$ cat config.mk
export PLATFORM = sky130hd
export DESIGN_NAME = fdiv_sched
export DESIGN_NICKNAME = d
export VERILOG_FILES = /design/src/rtl/fdiv_sched.sv
export SDC_FILE = /design/constraint.sdc
export NUM_CORES = 1
export LEC_CHECK = 0
export BUFFER_PORTS_ARGS = -buffer_cell sky130_fd_sc_hd__buf_2
export CAP_MARGIN = 20
export CORE_MARGIN = 2
export CORE_UTILIZATION = 60
export CTS_CLUSTER_DIAMETER = 30
export CTS_CLUSTER_SIZE = 14
export DETAILED_ROUTE_END_ITERATION = 12
export PLACE_DENSITY = 0.74
export SETUP_SLACK_MARGIN = 0.4
export SLEW_MARGIN = 40
export SYNTH_ARGS = -nofsm -noshare
export SYNTH_HDL_FRONTEND = slang
export SYNTH_SLANG_ARGS = --single-unit
$ cat constraint.sdc
create_clock -name clk_50mHz -period 7.3 [get_ports clk_50mHz]
set_input_delay 0.73 -clock clk_50mHz [delete_from_list [all_inputs] [get_ports clk_50mHz]]
set_output_delay 0.73 -clock clk_50mHz [all_outputs]
set_load 0.05 [all_outputs]
$ cat src/rtl/fdiv_sched.sv
// Multi-channel clock-enable scheduler: one shared prescaler drives up to four
// programmable square-wave channels, reprogrammed through a valid/ready port.
module fdiv_sched #(
  parameter int PRESCALE = 50000,
  parameter int NCH      = 4,
  parameter int HW       = 16
) (
  input  logic           clk_50mHz,
  input  logic           rst,
  input  logic           cfg_valid,
  output logic           cfg_ready,
  input  logic [1:0]     cfg_chan,
  input  logic [HW-1:0]  cfg_half,
  input  logic           cfg_phase,
  output logic           base_tick,
  output logic [NCH-1:0] clk_out,
  output logic [NCH-1:0] tick_out,
  output logic [NCH-1:0] active
);

  localparam logic [19:0] PS_LAST = 20'(PRESCALE - 1);

  typedef enum logic [0:0] {IDLE = 1'b0, APPLY = 1'b1} state_t;

  state_t         state_r, state_s;
  logic           cfg_ready_s;
  logic           accept_s;
  logic [19:0]    ps_cnt_r;
  logic           base_tick_r;
  logic [1:0]     lat_chan_r;
  logic [HW-1:0]  lat_half_r;
  logic           lat_phase_r;
  logic [HW-1:0]  half_r [NCH];
  logic [HW-1:0]  cnt_r  [NCH];
  logic [NCH-1:0] clk_out_r;
  logic [NCH-1:0] tick_out_r;
  logic [NCH-1:0] active_r;

  // Shared prescaler; base_tick is registered so it lands one cycle after the wrap value
  always_ff @(posedge clk_50mHz) begin
    if (rst) begin
      ps_cnt_r    <= 20'd0;
      base_tick_r <= 1'b0;
    end else if (ps_cnt_r == PS_LAST) begin
      ps_cnt_r    <= 20'd0;
      base_tick_r <= 1'b1;
    end else begin
      ps_cnt_r    <= ps_cnt_r + 20'd1;
      base_tick_r <= 1'b0;
    end
  end

  // Config FSM state register
  always_ff @(posedge clk_50mHz) begin
    if (rst) begin
      state_r <= IDLE;
    end else begin
      state_r <= state_s;
    end
  end

  // Config FSM next-state logic
  always_comb begin
    state_s = IDLE;
    case (state_r)
      IDLE:    state_s = accept_s ? APPLY : IDLE;
      APPLY:   state_s = IDLE;
      default: state_s = IDLE;
    endcase
  end

  // Config FSM outputs
  always_comb begin
    cfg_ready_s = 1'b0;
    case (state_r)
      IDLE:    cfg_ready_s = 1'b1;
      APPLY:   cfg_ready_s = 1'b0;
      default: cfg_ready_s = 1'b0;
    endcase
    accept_s = cfg_valid & cfg_ready_s;
  end

  // Request latch, captured on accept and consumed during APPLY
  always_ff @(posedge clk_50mHz) begin
    if (rst) begin
      lat_chan_r  <= 2'd0;
      lat_half_r  <= '0;
      lat_phase_r <= 1'b0;
    end else if (accept_s) begin
      lat_chan_r  <= cfg_chan;
      lat_half_r  <= cfg_half;
      lat_phase_r <= cfg_phase;
    end
  end

  // Per-channel counters; an APPLY write to a channel overrides that channel's base tick
  always_ff @(posedge clk_50mHz) begin
    for (int i = 0; i < NCH; i++) begin
      if (rst) begin
        half_r[i]     <= '0;
        cnt_r[i]      <= '0;
        clk_out_r[i]  <= 1'b0;
        tick_out_r[i] <= 1'b0;
        active_r[i]   <= 1'b0;
      end else if ((state_r == APPLY) && (lat_chan_r == 2'(i))) begin
        half_r[i]     <= lat_half_r;
        cnt_r[i]      <= '0;
        clk_out_r[i]  <= lat_phase_r & (lat_half_r != '0);
        tick_out_r[i] <= 1'b0;
        active_r[i]   <= (lat_half_r != '0);
      end else if (half_r[i] == '0) begin
        cnt_r[i]      <= '0;
        clk_out_r[i]  <= 1'b0;
        tick_out_r[i] <= 1'b0;
        active_r[i]   <= 1'b0;
      end else if (base_tick_r) begin
        active_r[i] <= 1'b1;
        if (cnt_r[i] == half_r[i] - HW'(1)) begin
          cnt_r[i]      <= '0;
          clk_out_r[i]  <= ~clk_out_r[i];
          tick_out_r[i] <= ~clk_out_r[i];
        end else begin
          cnt_r[i]      <= cnt_r[i] + HW'(1);
          tick_out_r[i] <= 1'b0;
        end
      end else begin
        tick_out_r[i] <= 1'b0;
        active_r[i]   <= 1'b1;
      end
    end
  end

  assign cfg_ready = cfg_ready_s;
  assign base_tick = base_tick_r;
  assign clk_out   = clk_out_r;
  assign tick_out  = tick_out_r;
  assign active    = active_r;

endmodule

==> impl_metrics.py <==
metrics = {
    "route": {
        "ant_nets": 0,
        "drc": 0,
        "drt_iter0_drc": 501,
        "wire_per_inst_um": 16.78,
        "viasPerCell": 5.833,
        "via_count": 7478,
        "wl_um": 21520,
        "dr.pass1.iters": 5,
    },
    "logic_synthesis": {
        "synth_edf_count": 128,
        "ys_warn_count": 0,
        "ys_ff_latch": 181,
        "netlist_top_cells_area": "edfxtp_1 38%, dfxtp_1 11%, xor2_1 7.1%",
        "syn_area_sq_um": 10070,
        "synth.most_common_cell": "nor2_1",
        "synth_top_flop_cell": "edfxtp_1",
        "synth_common_cells": "132 x nor2_1, 128 x edfxtp_1, 98 x nand2_1, 82 x xor2_1, 72 x xnor2_1",
        "syn_area_per_cell_sq_um": 9.814,
        "synth.distinct_cells": 67,
        "postSynth.asyncResetShare_pct": 0,
        "synth_area_leader_cell": "edfxtp_1",
        "synth_fp_nets": 1057,
        "syn_inst": 1026,
        "ys_seq_area_share_pct": 48.71,
        "synth_top_area_share_pct": 38.17,
    },
    "worst_setup_path": {
        "path_common_cell": "nand2_1",
        "r2r-start": "half_r[2][0]",
        "rr_worst_depth": 10,
        "cpPeakStageDelay_ps": 690,
        "path_cells": "inv_1 -> ha_1 -> nor3b_2 -> nand2_1 -> or4b_2 -> nand2_1 -> o221ai_1 -> nor4_2 -> a211o_1 -> nor2_1",
        "crit_arrival_ps": 3610,
        "critPathLaunchType": "flip-flop",
        "cp_max_fo": 16,
        "r2r-end": "cnt_r[2][15]",
        "worstPathRequired_ps": 7460,
        "cp_slowest_cell": "or4b_2",
        "worst-setup-path-type": "reg2reg",
        "endpoint_kind": "flip-flop",
        "ff2ff_setup_slack_ps": 3850,
    },
    "global_route": {
        "grt_pass1_vias": 7015,
        "antenna_found_initial": 0,
        "grt_usage_pct": 25.03,
        "grt_max_degree": 48,
        "grt_pass1_wl_um": 35090,
        "gr-total-overflow": 0,
    },
    "timing": {
        "rsz0062_at_grt": "no",
        "worst_slew_pin_slew_ps": 742.7,
        "skew_ps": 9.067,
        "timing.setup.tns_ps": 0,
        "setup_viol_count_final": 0,
        "timing.fmax_mhz": 290.1,
        "holdWs_ps": 477.0,
        "maxSlewViolCount": 0,
        "fin_ws_ps": 3853,
        "hold_viol": 0,
        "min_period_ps": 3447,
        "max_slew_margin_pct": 50.03,
        "finalCritPeriodShare_pct": 47.22,
    },
    "pwr": {
        "power.density_nw_per_um2": 206.3,
        "pwr-share-seq_pct": 53.0,
        "finalPower_uw": 2268,
        "power_frac_comb_pct": 8.3,
        "p_switching_uw": 547.3,
        "p_int_uw": 1721,
        "power_leakage_uw": 0.003928,
        "power.share.clock_pct": 38.7,
        "ir_drop_mv": 0.1896,
        "sw_frac_of_total_pct": 24.13,
    },
    "layout": {
        "register_area_sq_um": 4905,
        "multi_input_area_sq_um": 4937,
        "area_delta_synth_final_pct": 9.182,
        "fillers": 1322,
        "nNetsFinal": 1080,
        "drive_above_1_share_pct": 8.475,
        "antenna_cells": 0,
    },
    "placed_design": {
        "gp_congestion": 0.9090,
        "preCtsSetupSlack_ps": 3899,
        "io_buffers": 35,
        "dp_hpwl_um": 15290,
    },
    "floorplan": {
        "fp.dieW_um": 133.6,
        "die_area_sq_um": 17840,
        "core_sq_um": 16470,
        "fp.dieH_um": 133.6,
        "num_io_pins": 36,
        "start_util_pct": 61.16,
        "num_rows": 47,
    },
    "clock_tree": {
        "cts_buffers": 17,
        "cts.htree.levels": 4,
        "clk_latency_ps": 430,
        "clock_path_buffers": 2,
        "cts_tree": "done",
        "ctsHoldBuffers": 0,
        "clk_pin_slew_ps": 60,
        "root_buffer": "clkbuf_16",
        "clock_sinks": 181,
        "ctsResizeCount": 0,
        "cts_setup_buffers": 0,
    },
    "hold_path": {
        "holdCritStartpoint": "ps_cnt_r[0]",
        "whs_endpoint": "ps_cnt_r[0]",
        "whs_path_depth": 1,
        "hold_class": "reg2reg",
    },
    "job": {
        "maxCapViolations": 0,
    },
    "status": {
        "status": "completed",
    },
}
power groups by stage:
stage	clock network (uW)	registers [uW]	logic [uW]
after global routing	931	1210	209
after detailed placement	0	1220	184
after floorplan	0	1200	147
after CTS	894	1200	186
after global placement	0	1220	181
final	878	1200	187
worst max-delay path by stage:
stage / slack, ps / endpoint / startpoint / cells past startpoint
2_1_floorplan: 4350 / cnt_r[2][10] / half_r[2][0] / 11
3_3_place_gp: 4060 / cnt_r[1][0] / half_r[1][0] / 6
3_5_place_dp: 3900 / cnt_r[1][7] / half_r[1][0] / 6
4_1_cts: 3860 / cnt_r[2][3] / half_r[2][0] / 10
5_1_grt: 3560 / cnt_r[2][11] / half_r[2][0] / 10
6_report: 3850 / cnt_r[2][15] / half_r[2][0] / 10
cell usage in the layout (no fill, tap or decap), types with 14 or more instances in the layout:
cell type	instances
nor2_1	129
edfxtp_1	128
nand2_1	98
xor2_1	82
xnor2_1	72
and2_1	67
nand3_1	53
dfxtp_1	53
buf_2	34
a21oi_1	32
inv_1	28
and3_1	25
nor4_1	22
clkbuf_16	20
nand4_1	18
nor3_1	15
o21ai_0	14
logic make-up (layout without fill, tap and decap cells):
group                    Yosys count  in the layout  share of synthesized area [%]
XOR/XNOR                         154            154                          13.39
AO/OA/AOI/OAI                    111            111                          7.517
adder cells (fa/ha/maj)            9              9                          1.118
AND/OR/NAND/NOR                  504            504                          26.27
flip-flops                       181            181                          48.71
buffers and inverters             62             98                          2.497
multiplexers                       5              5                         0.4970
registers in the layout, summed over array words and instances, names as in the netlist:
register     flops
active           4
base_tick        1
clk_out          4
cnt_r           64
half_r          64
lat_chan_r       2
lat_half_r      16
lat_phase_r      1
ps_cnt_r        20
state_r          1
tick_out         4
routing by layer:
layer / vias up / GRT usage, % / part of all wire [%]
met1: 3540 / 34.87 / 46
li1: 3697 / - / -
met4: 0 / 8.688 / 2.5
met3: 35 / 4.756 / 5.5
met2: 206 / 39.55 / 46
met5: - / 0 / 0
critical path, delay by kind of cell, from the launching register on:
kind,cells,cell delay [ps]
buffers and inverters,1,90
flip-flops,1,430
adder cells (fa/ha/maj),1,210
AO/OA/AOI/OAI,2,640
AND/OR/NAND/NOR,6,1810
stage by stage:
step,utilization (%),cells,instance area (sq um)
3_3_place_gp,63.14,1250,10400
3_5_place_dp,63.14,1250,10400
5_1_grt,66.77,1282,10990
2_1_floorplan,-,1026,10070
6_report,66.77,1282,10990
4_1_cts,66.61,1282,10970
final cells by class:
| cell class | count | area share [%] |
|---|---|---|
| multi-input combinational | 783 | 44.91 |
| sequential | 181 | 44.61 |
| tap | 220 | 2.504 |
| inverter | 28 | 0.9560 |
| clock inverter | 7 | 0.3869 |
| clock buffer | 25 | 4.814 |
| timing repair buffer | 38 | 1.821 |
Power figures use the tool's default switching activity.
